## src/rtl/keccak_pkg.sv

```systemverilog
// Shared definitions for the Keccak round sequencer: FSM encoding, round count,
// sweep-length derivation and the all-lanes write mask.
package keccak_pkg;

    localparam logic [1:0] S_IDLE    = 2'd0;
    localparam logic [1:0] S_ABSORB  = 2'd1;
    localparam logic [1:0] S_PERMUTE = 2'd2;
    localparam logic [1:0] S_SQUEEZE = 2'd3;

    typedef enum logic [1:0] {
        ST_IDLE    = S_IDLE,
        ST_ABSORB  = S_ABSORB,
        ST_PERMUTE = S_PERMUTE,
        ST_SQUEEZE = S_SQUEEZE
    } ctrl_state_e;

    localparam int NUM_ROUNDS = 24;
    localparam logic [24:0] ALL_LANES = 25'h1FFFFFF;

    // 64 slices per lane, PARALLEL_SLICES of them handled per beat.
    function automatic int num_sub_rounds(input int parallel_slices);
        return 64 / parallel_slices;
    endfunction

    function automatic int cnt_width(input int n);
        return (n > 1) ? $clog2(n) : 1;
    endfunction

endpackage

```

## src/rtl/keccak_sweep_cnt.sv

```systemverilog
// Enable-gated modulo-N counter; wrap is high on the enabled beat that returns
// the count to zero.
module keccak_sweep_cnt
    import keccak_pkg::*;
#(
    parameter int N = 4,
    parameter int W = cnt_width(N)
) (
    input  logic         clk,
    input  logic         rst,
    input  logic         en,
    output logic [W-1:0] cnt,
    output logic         wrap
);

    assign wrap = en && (cnt == W'(N - 1));

    // NOTE: sequential state uses non-blocking assignments so every register
    // samples pre-edge values regardless of statement order.
    always_ff @(posedge clk) begin
        if (!rst) begin
            cnt <= '0;
        end else if (wrap) begin
            cnt <= '0;
        end else if (en) begin
            cnt <= cnt + W'(1);
        end
    end

endmodule

```

## src/rtl/keccak_round_ctrl.sv

```systemverilog
// Absorb / permute / squeeze sequencer for the slice-parallel Keccak state RAM.
// Optional KECCAK_CTRL_PERF_CNT_EN adds a free-running permutation counter.
module keccak_round_ctrl
    import keccak_pkg::*;
#(
    parameter int PARALLEL_SLICES = 16,
    parameter int NUM_SUB_ROUNDS  = num_sub_rounds(PARALLEL_SLICES),
    parameter int NUM_ROUNDS      = keccak_pkg::NUM_ROUNDS
) (
    input  logic        clk,
    input  logic        rst,
    input  logic        start,
    input  logic        in_valid,
    output logic        in_ready,
    input  logic        in_last,
    output logic        out_valid,
    input  logic        out_ready,
    input  logic        squeeze_more,
    output logic [31:0] raddr,
    output logic [24:0] we,
    output logic        absorb,
    output logic        bof,
    output logic        first_round,
    output logic        last_round,
    output logic        load_hash,
    output logic        computation_en,
    output logic [4:0]  round_idx,
    output logic        busy,
    output logic        done
`ifdef KECCAK_CTRL_PERF_CNT_EN
    ,
    output logic [31:0] perm_count
`endif
);

    localparam int CW = cnt_width(NUM_SUB_ROUNDS);

    ctrl_state_e   state;
    logic [CW-1:0] cnt;
    logic          cnt_en, cnt_wrap;
    logic          in_fire, out_fire, perm_end, round_last;
    logic [4:0]    round_q;
    logic          last_blk_q, bof_q, done_q;
    logic [24:0]   we_q;

    assign in_fire    = (state == ST_ABSORB) && in_valid;
    assign out_fire   = (state == ST_SQUEEZE) && out_ready;
    assign cnt_en     = in_fire || out_fire || (state == ST_PERMUTE);
    assign round_last = (round_q == 5'(NUM_ROUNDS - 1));
    assign perm_end   = (state == ST_PERMUTE) && cnt_wrap && round_last;

    keccak_sweep_cnt #(.N(NUM_SUB_ROUNDS), .W(CW)) u_sweep (
        .clk  (clk),
        .rst  (rst),
        .en   (cnt_en),
        .cnt  (cnt),
        .wrap (cnt_wrap)
    );

    always_ff @(posedge clk) begin
        if (!rst) begin
            state      <= ST_IDLE;
            round_q    <= '0;
            last_blk_q <= 1'b0;
            bof_q      <= 1'b0;
            done_q     <= 1'b0;
            we_q       <= '0;
        end else begin
            done_q <= 1'b0;
            // Writes land one cycle after the slice group was read.
            we_q   <= (in_fire || (state == ST_PERMUTE)) ? ALL_LANES : '0;
            case (state)
                ST_IDLE: begin
                    if (start) begin
                        state <= ST_ABSORB;
                        bof_q <= 1'b1;
                    end
                end
                ST_ABSORB: begin
                    if (in_fire && cnt_wrap) begin
                        bof_q      <= 1'b0;
                        last_blk_q <= in_last;
                        state      <= ST_PERMUTE;
                    end
                end
                ST_PERMUTE: begin
                    if (cnt_wrap) begin
                        if (round_last) begin
                            round_q <= '0;
                            state   <= last_blk_q ? ST_SQUEEZE : ST_ABSORB;
                        end else begin
                            round_q <= round_q + 5'd1;
                        end
                    end
                end
                ST_SQUEEZE: begin
                    if (out_fire && cnt_wrap) begin
                        if (squeeze_more) begin
                            state <= ST_PERMUTE;
                        end else begin
                            state  <= ST_IDLE;
                            done_q <= 1'b1;
                        end
                    end
                end
                default: state <= ST_IDLE;
            endcase
        end
    end

    assign in_ready       = (state == ST_ABSORB);
    assign absorb         = (state == ST_ABSORB);
    assign computation_en = (state == ST_PERMUTE);
    assign load_hash      = (state == ST_SQUEEZE);
    assign out_valid      = (state == ST_SQUEEZE);
    assign busy           = (state != ST_IDLE);
    assign raddr          = 32'(cnt);
    assign we             = we_q;
    assign bof            = bof_q;
    assign done           = done_q;
    assign round_idx      = round_q;
    assign first_round    = (state == ST_PERMUTE) && (round_q == 5'd0);
    assign last_round     = (state == ST_PERMUTE) && round_last;

`ifdef KECCAK_CTRL_PERF_CNT_EN
    logic [31:0] perm_cnt_q;

    always_ff @(posedge clk) begin
        if (!rst) begin
            perm_cnt_q <= '0;
        end else if (perm_end) begin
            perm_cnt_q <= perm_cnt_q + 32'd1;
        end
    end

    assign perm_count = perm_cnt_q;
`else
    logic unused_perm_end;
    assign unused_perm_end = perm_end;
`endif

endmodule

```

## config.mk

```make
export PLATFORM = sky130hd
export DESIGN_NAME = keccak_round_ctrl
export DESIGN_NICKNAME = d
export VERILOG_FILES = /design/src/rtl/keccak_pkg.sv /design/src/rtl/keccak_sweep_cnt.sv /design/src/rtl/keccak_round_ctrl.sv
export SDC_FILE = /design/constraint.sdc
export NUM_CORES = 1
export LEC_CHECK = 0
export BUFFER_PORTS_ARGS = -buffer_cell sky130_fd_sc_hd__buf_4
export CAP_MARGIN = 15
export CORE_MARGIN = 2
export CORE_UTILIZATION = 38
export DETAILED_ROUTE_END_ITERATION = 7
export PLACE_DENSITY = 0.84
export SLEW_MARGIN = 20
export SYNTH_ARGS = -nofsm -noshare
export SYNTH_HDL_FRONTEND = slang
export SYNTH_SLANG_ARGS = --single-unit
export TNS_END_PERCENT = 50
```

## constraint.sdc

```tcl
create_clock -name clk -period 1.3 [get_ports clk]
set_input_delay 0.26 -clock clk [delete_from_list [all_inputs] [get_ports clk]]
set_output_delay 0.26 -clock clk [all_outputs]
set_load 0.01 [all_outputs]
```

==> results of run 1 <==
-- what timing repair did --
action / CTS / global route
pin swaps: 5 / 7
gates resized for setup: 18 / 21
setup endpoints to repair: 12 / 41
setup buffers: 6 / 3
cloned: 0 / 0
hold buffers: 0 / 0
-- Yosys cell counts, types with 3 or more instances --
| library cell | count | area (um^2) |
|---|---|---|
| nand3_1 | 3 | 15.0 |
| nor2_1 | 6 | 22.5 |
| nand4b_1 | 3 | 26.3 |
| dfxtp_1 | 13 | 260 |
| nor2b_1 | 3 | 18.8 |
| inv_1 | 7 | 26.3 |
| buf_4 | 57 | 428 |
| ha_1 | 3 | 37.5 |
| a21o_1 | 3 | 22.5 |
| o21ai_0 | 4 | 20.0 |
| a21oi_1 | 7 | 35.0 |
| nand2_1 | 4 | 15.0 |
-- through the flow --
stage	hold slack, ns	cells
3_5_place_dp	0.442	206
2_1_floorplan	0.337	173
6_report	0.123	219
3_3_place_gp	0.436	206
5_1_grt	0.122	219
4_1_cts	0.138	216
-- kinds of logic after synthesis --
| kind of cell | after synthesis |
|---|---|
| buffers and inverters | 69 |
| muxes | 3 |
| other | 1 |
| and+or+nand+nor | 33 |
| AOI/OAI and AO/OA | 21 |
| adders and majority gates | 3 |
| DFF | 13 |
| xor gates and xnor gates | 1 |
-- metal layers --
metal  up-vias  GRT usage  share of wire
met5         -          0              0
met4         0     0.0571          0.018
met3         5     0.0218          0.089
met2        61      0.218           0.50
met1       452      0.155           0.39
li1        484          -              -
-- worst max path at each step --
stage / start / cells past startpoint / slack (ns) / end
after detailed placement: round_idx[0] / 5 / -0.09 / state[1]
after CTS: round_idx[0] / 6 / -0.32 / first_round
after global routing: round_idx[0] / 6 / -0.42 / first_round
after floorplan: round_idx[0] / 4 / -0.04 / round_idx[3]
final: round_idx[0] / 5 / -0.35 / last_round
after global placement: round_idx[0] / 4 / -0.02 / round_idx[3]
-- registers in the layout, summed over array words and instances (netlist names) --
register and count:
state 2, round_idx 5, done 1, u_sweep.cnt 2, we 1, last_blk_q 1, bof 1
-- worst max-delay path, delay by kind of cell, from the launching register on --
kind / cells / cell delay (ns)
and+or+nand+nor: 2 / 0.32
buffers and inverters: 2 / 0.24
adders and majority gates: 1 / 0.15
DFF: 1 / 0.38
-- final cells by class --
type	instances	area, um^2	area share
timing repair buffer	71	606	0.379
sequential	13	275	0.172
inverter	7	28.8	0.0180
clock inverter	1	5.00	0.00313
multi-input combinational	91	618	0.387
clock buffer	3	22.5	0.0141
tap	33	41.3	0.0259
-- report_power, final --
| part | internal [W] | switching (W) | leakage [nW] |
|---|---|---|---|
| registers | 0.000412 | 0.0000143 | 0.109 |
| logic | 0.000204 | 0.000200 | 0.709 |
| clock network | 0.000115 | 0.000157 | 0.0177 |
==> results.py, run 1 <==
metrics = {
    "status": {
        "run_status": "finished, violations left",
        "failed_checks": "negative setup slack",
    },
    "die": {
        "initial_core_util": 0.392,
        "row_count": 20,
        "die-width_um": 59.6,
        "fp.dieArea_mm2": 0.00356,
        "ios": 79,
        "design.core.area_mm2": 0.00300,
        "dieHeight_um": 59.6,
    },
    "power": {
        "totalPowerFinal_w": 0.00110,
        "leakage_power_of_the_design_nw": 0.835,
        "pwr_density_cell_mw_per_mm2": 691,
        "peakVddDrop_uv": 558,
    },
    "timing": {
        "fin_setup_tns_ns": -1.27,
        "period_minus_slack_ns": 1.65,
        "timing.final.ws_setup_ns": -0.347,
        "max_clock_freq_mhz": 607,
        "grt_setup_unrepaired": "yes",
        "hold_viol": 0,
        "min_period_over_period": 1.27,
        "clock_skew_ns": 0.00297,
        "setup_violations": 11,
        "final_max_slew_viol_count": 0,
    },
    "grt": {
        "grt_first_pass_wirelength_mm": 3.44,
        "number_of_global_route_vias_before_repair": 796,
        "globalRouteTotalUtil": 0.127,
        "grt_max_degree": 26,
        "gr-total-overflow": 0,
        "antenna_violations_before_repair": 0,
    },
    "worst_hold_path": {
        "endpoint_of_the_worst_hold_timing_path": "done",
        "whs_path_depth": 2,
        "hold_crit_path_type": "in2reg",
        "timing.hold.worst.start": "squeeze_more",
    },
    "clock_tree": {
        "clk_pin_slew_ns": 0.09,
        "cts-root-to-sink-buffers": 2,
        "numClockSinks": 13,
        "cts_max_level": 1,
        "clkLatencyLatePin_ns": 0.30,
        "cts_made_buffers": 3,
        "cts_tree": "built",
        "clock_tree.root_cell": "clkbuf_4",
    },
    "logic_synthesis": {
        "yosys_register_bits": 13,
        "yosys-mux-area-fraction": 0.0266,
        "yosysSeqAreaShare": 0.221,
        "synthesis.area_per_instance_um2": 8.17,
        "share_of_synthesized_cell_area_in_and_or_nand_and_nor_gates": 0.184,
        "synth_edf_count": 0,
        "post_synth_fa_ha_maj_area_fraction": 0.0319,
        "synth_top_flop_cell": "dfxtp_1",
        "synth-xor-area-share": 0.00745,
        "synth-async-reset-ratio": 0,
        "main_combinational_cell_family_by_area_after_synthesis": "buffers and inverters",
        "netlist_area_pre_place_mm2": 0.00118,
        "synth.distinct_cells": 36,
        "synth_compound_area_frac": 0.115,
        "ys.warnings.count": 0,
        "netlist_instances": 144,
    },
    "routing": {
        "drc_errors": 0,
        "via_per_inst": 4.58,
        "post_drt_wl_per_cell_um": 11.1,
        "wirelength_mm": 2.43,
        "drtPass1Iterations": 4,
        "route.vias.total": 1002,
        "detail-route-antenna-nets": 0,
        "initialDrtViolationCount": 9,
    },
    "setup_path": {
        "crit_path_end_kind": "output port",
        "timing_worst_setup_path_type": "reg2out",
        "series_of_cell_instances_along_the_critical_path": "ha_4, buf_4, nand4b_1, nor2_1, buf_4",
        "worstReg2RegStart": "round_idx[0]",
        "regToRegSetupSlack_ns": -0.10,
        "cp_slowest_cell": "dfxtp_2",
        "worst-endpoint-arrival_ns": 1.39,
        "ff2ff_path_depth": 4,
        "cp_data_required_time_ns": 1.04,
        "crit_fanout": 4,
        "worst_setup_path_start_kind": "register",
        "worst_r2r_endpoint": "round_idx[3]",
        "critPathMostFrequentCell": "buf_4",
        "cp_slowest_stage_delay_ns": 0.38,
    },
    "layout": {
        "stdcell_area_mm2": 0.00160,
        "fin_nets": 197,
        "layout_commonest_cell": "buf_4",
        "diodes": 0,
        "nFillCells": 270,
        "layout-drive-gt1-share": 0.522,
        "final_core_utilization": 0.532,
        "final_cell_mix": "55 x buf_4, 30 x conb_1, 14 x buf_6",
        "area_growth_syn_to_layout_pct": 35.7,
    },
    "placement": {
        "detailed_place.area_mm2": 0.00137,
        "io_buf_count": 48,
        "gp_congestion": 0.858,
        "dp_hpwl_mm": 1.75,
        "worst_setup_slack_after_placement_ns": -0.0937,
    },
    "flow_run": {
        "maxCapViolations": 0,
    },
}
Power figures use the tool's default switching activity.
==> run 2, diff against run 1 <==
--- a/config.mk
+++ b/config.mk
@@ -7,7 +7,7 @@
 export LEC_CHECK = 0
 export BUFFER_PORTS_ARGS = -buffer_cell sky130_fd_sc_hd__buf_4
 export CAP_MARGIN = 15
-export CORE_MARGIN = 2
+export CORE_MARGIN = 1
 export CORE_UTILIZATION = 38
 export DETAILED_ROUTE_END_ITERATION = 7
 export PLACE_DENSITY = 0.84
==> results.py, run 2 (synthesized netlist as in run 1, its figures left out) <==
metrics = {
    "status": {
        "run_status": "finished, violations left",
        "failed_checks": "design-rule violations, negative setup slack",
    },
    "routing": {
        "drtPass1Iterations": 6,
        "via_per_inst": 4.71,
        "post_drt_wl_per_cell_um": 11.7,
        "initialDrtViolationCount": 32,
        "drc_errors": 10,
        "wirelength_mm": 2.57,
        "detail-route-antenna-nets": 0,
        "route.vias.total": 1032,
    },
    "power": {
        "leakage_power_of_the_design_nw": 0.845,
        "peakVddDrop_uv": 612,
        "pwr_density_cell_mw_per_mm2": 675,
    },
    "grt": {
        "antenna_violations_before_repair": 0,
        "grt_util_met1": 0.161,
        "top_usage_layer": "met2",
        "grt_first_pass_wirelength_mm": 3.59,
        "groute.layer.met2.usage": 0.248,
        "gr-total-overflow": 0,
        "globalRouteTotalUtil": 0.139,
        "global_route.usage.met3": 0.0223,
        "grt_max_degree": 26,
        "number_of_global_route_vias_before_repair": 816,
    },
    "layout": {
        "fin_nets": 199,
        "layout-drive-gt1-share": 0.537,
        "final_cell_mix": "57 x buf_4, 30 x conb_1, 14 x buf_6",
        "stdcell_area_mm2": 0.00164,
        "diodes": 0,
        "largest_register_ffs": 5,
        "final_core_utilization": 0.575,
        "layout_commonest_cell": "buf_4",
        "area_growth_syn_to_layout_pct": 39.4,
        "nFillCells": 242,
    },
    "setup_path": {
        "ff2ff_path_depth": 4,
        "cp_slowest_cell": "dfxtp_2",
        "series_of_cell_instances_along_the_critical_path": "buf_4, inv_1, ha_1, nand2b_1, nor4_2, buf_4",
        "crit_path_end_kind": "output port",
        "crit_fanout": 4,
        "cp_data_required_time_ns": 1.04,
        "path_delay_family": "flip-flops",
        "worst-endpoint-arrival_ns": 1.29,
        "worstSetupPathDepth": 6,
        "timing_worst_setup_path_type": "reg2out",
        "worst_setup_path_start_kind": "register",
        "critPathMostFrequentCell": "buf_4",
        "worstPathBufferInverterCount": 3,
        "cp_slowest_stage_delay_ns": 0.34,
    },
    "placement": {
        "io_buf_count": 48,
        "gp_congestion": 0.885,
        "dp_hpwl_mm": 1.61,
        "worst_setup_slack_after_placement_ns": -0.0326,
        "detailed_place.area_mm2": 0.00137,
    },
    "die": {
        "dieHeight_um": 57.6,
        "initial_core_util": 0.412,
        "ios": 79,
        "fp.dieArea_mm2": 0.00332,
        "row_count": 19,
        "design.core.area_mm2": 0.00285,
        "die-width_um": 57.6,
    },
    "timing": {
        "period_minus_slack_ns": 1.55,
        "whs_ns": 0.134,
        "clock_skew_ns": 0.00578,
        "setup_violations": 9,
        "grt_setup_unrepaired": "yes",
        "max_clock_freq_mhz": 643,
        "timing.final.ws_setup_ns": -0.255,
        "hold_viol": 0,
        "final_max_slew_viol_count": 0,
        "fin_setup_tns_ns": -0.979,
        "min_period_over_period": 1.20,
    },
    "worst_hold_path": {
        "whs_path_depth": 2,
        "hold_crit_path_type": "in2reg",
    },
    "clock_tree": {
        "clock_tree.root_cell": "clkbuf_4",
        "holdBufCountCts": 0,
        "clk_pin_slew_ns": 0.09,
        "clkLatencyLatePin_ns": 0.29,
        "cts-root-to-sink-buffers": 2,
        "cts_made_buffers": 3,
        "cts_tree": "built",
        "cts_max_level": 1,
        "numClockSinks": 13,
    },
    "flow_run": {
        "maxCapViolations": 0,
    },
}
==> run 2: power by group <==
part	switching (W)	internal [W]
Combinational	0.000206	0.000205
Clock	0.000151	0.000114
Sequential	0.0000164	0.000414
==> run 2: repair_timing <==
action,in CTS,in global routing
pin swaps,4,8
gates resized for setup,21,18
endpoints found under the hold margin,0,0
setup buffers,8,3
setup endpoints to repair,12,39
==> run 2: metal layers <==
layer  part of all wire  routed length (um)  vias to the layer above
li1                   -                   -                      491
met1               0.41                1050                      472
met2               0.51                1300                       65
met3              0.069                 178                        4
met4              0.015                  38                        0
met5                  0                   0                        -
==> run 2: area by class of cell <==
cell class / instances / area (um^2) / area share
Timing Repair Buffer: 73 / 621 / 0.379
Multi-Input combinational cell: 91 / 649 / 0.396
Clock inverter: 1 / 5.00 / 0.00305
Clock buffer: 3 / 22.5 / 0.0137
Inverter: 7 / 28.8 / 0.0176
Tap cell: 31 / 38.8 / 0.0237
Sequential cell: 13 / 274 / 0.167
==> run 2: path summary, 6_finish.rpt <==
check               startpoint            to  slack, ns
hold / removal    squeeze_more          done       0.13
setup / recovery  round_idx[1]   first_round      -0.25
setup reg to reg  round_idx[1]  round_idx[3]      -0.08
hold reg to reg            bof           bof       0.51
==> run 2: metrics by stage <==
step	power, W	cells
2_1_floorplan	0.000748	173
3_3_place_gp	0.000762	205
3_5_place_dp	0.000767	205
4_1_cts	0.00107	217
5_1_grt	0.00116	219
6_report	0.00111	219
==> run 3, diff against run 2 <==
==> constraint.sdc (replaced) <==
create_clock -name clk -period 1.35 [get_ports clk]
set_input_delay 0.27 -clock clk [delete_from_list [all_inputs] [get_ports clk]]
set_output_delay 0.27 -clock clk [all_outputs]
set_load 0.01 [all_outputs]
==> results.py, run 3 (synthesized netlist as in run 1, its figures left out) <==
metrics = {
    "timing": {
        "whs_ns": 0.145,
        "min_period_over_period": 1.16,
        "hold_viol": 0,
        "final_max_slew_viol_count": 0,
        "max_clock_freq_mhz": 641,
        "clock_skew_ns": 0.00724,
        "timing.final.ws_setup_ns": -0.209,
        "period_minus_slack_ns": 1.56,
        "grt_setup_unrepaired": "yes",
        "setup_violations": 8,
    },
    "grt": {
        "grt_max_degree": 26,
        "antenna_violations_before_repair": 0,
        "grt_first_pass_wirelength_mm": 2.96,
        "number_of_global_route_vias_before_repair": 679,
        "globalRouteTotalUtil": 0.115,
        "gr-total-overflow": 0,
    },
    "die": {
        "fp.dieArea_mm2": 0.00332,
        "initial_core_util": 0.412,
        "die-width_um": 57.6,
        "ios": 79,
        "design.core.area_mm2": 0.00285,
        "row_count": 19,
        "dieHeight_um": 57.6,
    },
    "clock_tree": {
        "cts_made_buffers": 3,
        "cts_max_level": 1,
        "clk_pin_slew_ns": 0.09,
        "cts_tree": "built",
        "clock_tree.root_cell": "clkbuf_4",
        "clkLatencyLatePin_ns": 0.29,
        "holdBufCountCts": 0,
        "numClockSinks": 13,
        "cts-root-to-sink-buffers": 2,
    },
    "layout": {
        "stdcell_area_mm2": 0.00149,
        "final_cell_mix": "55 x buf_4, 30 x conb_1, 8 x buf_6",
        "diodes": 0,
        "layout-drive-gt1-share": 0.486,
        "area_growth_syn_to_layout_pct": 26.9,
        "largest_register_ffs": 5,
        "final_core_utilization": 0.523,
        "layout_commonest_cell": "buf_4",
        "fin_nets": 190,
    },
    "power": {
        "leakage_power_of_the_design_nw": 0.790,
        "pwr_density_cell_mw_per_mm2": 687,
        "totalPowerFinal_w": 0.00103,
        "peakVddDrop_uv": 603,
    },
    "routing": {
        "post_drt_wl_per_cell_um": 10.3,
        "wirelength_mm": 2.16,
        "route.vias.total": 955,
        "initialDrtViolationCount": 31,
        "via_per_inst": 4.55,
        "detail-route-antenna-nets": 0,
        "drtPass1Iterations": 6,
        "drc_errors": 10,
    },
    "status": {
        "failed_checks": "design-rule violations, negative setup slack",
        "run_status": "finished, violations left",
    },
    "setup_path": {
        "crit_fanout": 5,
        "worst-endpoint-arrival_ns": 1.29,
        "cp_data_required_time_ns": 1.08,
        "crit_path_end_kind": "output port",
        "timing_worst_setup_path_type": "reg2out",
        "worst_setup_path_start_kind": "register",
    },
    "placement": {
        "detailed_place.area_mm2": 0.00133,
        "io_buf_count": 48,
        "dp_hpwl_mm": 1.53,
        "gp_congestion": 0.849,
    },
    "worst_hold_path": {
        "hold_crit_path_type": "in2reg",
    },
    "flow_run": {
        "maxCapViolations": 0,
    },
}
[run 3: cell types whose count changed in the layout (fill, tap and decap cells not counted), sizes merged]
cell  change
buf       -9
[run 3: through the flow]
stage / setup slack (ns) / setup TNS [ns] / cells
final: -0.209 / -0.588 / 210
after global routing: -0.319 / -1.05 / 210
after CTS: -0.236 / -0.655 / 210
after detailed placement: -0.00733 / -0.00733 / 201
after global placement: 0.0149 / 0 / 201
after floorplan: -0.0253 / -0.0404 / 173
[run 3: critical path, cell delays in order, from the launching register on]
cell and delay [ns]:
dfxtp_2 0.33, buf_4 0.14, inv_1 0.05, ha_1 0.14, nand2b_1 0.06, nor4_2 0.13
buf_4 0.16
[run 3: repair_timing]
action,CTS,global route
hold endpoints to repair,0,0
setup buffers,5,0
endpoints found under the setup margin,10,11
resized for setup,18,8
pin swaps,3,2
[run 3: path summary, 6_finish.rpt]
check / start / to / slack [ns] / cells after the start
min: squeeze_more / done / 0.14 / 2
min reg2reg: bof / bof / 0.51 / 2
max reg2reg: round_idx[1] / round_idx[3] / -0.03 / 4
max: round_idx[0] / first_round / -0.21 / 6
[run 3: power breakdown]
group	switching (W)	leakage [nW]	internal, W
registers	0.0000178	0.109	0.000399
logic	0.000180	0.663	0.000170
clock network	0.000148	0.0177	0.000110
total	0.000345	0.790	0.000680
[run 3: area by class of cell]
cell class | count | area, um^2
well taps | 31 | 38.8
repair buffers | 64 | 518
inverters | 7 | 28.8
multi-input cells | 91 | 609
fillers | 266 | 1360
clock inverters | 1 | 5.00
clock buffers | 3 | 22.5
flip-flops and latches | 13 | 270
[run 3: per-layer routing]
| layer | global-route usage | up-vias | wire (um) |
|---|---|---|---|
| li1 | - | 466 | - |
| met1 | 0.146 | 426 | 915 |
| met2 | 0.189 | 61 | 1010 |
| met3 | 0.0201 | 2 | 202 |
| met4 | 0.0523 | 0 | 29 |
| met5 | 0 | - | 0 |
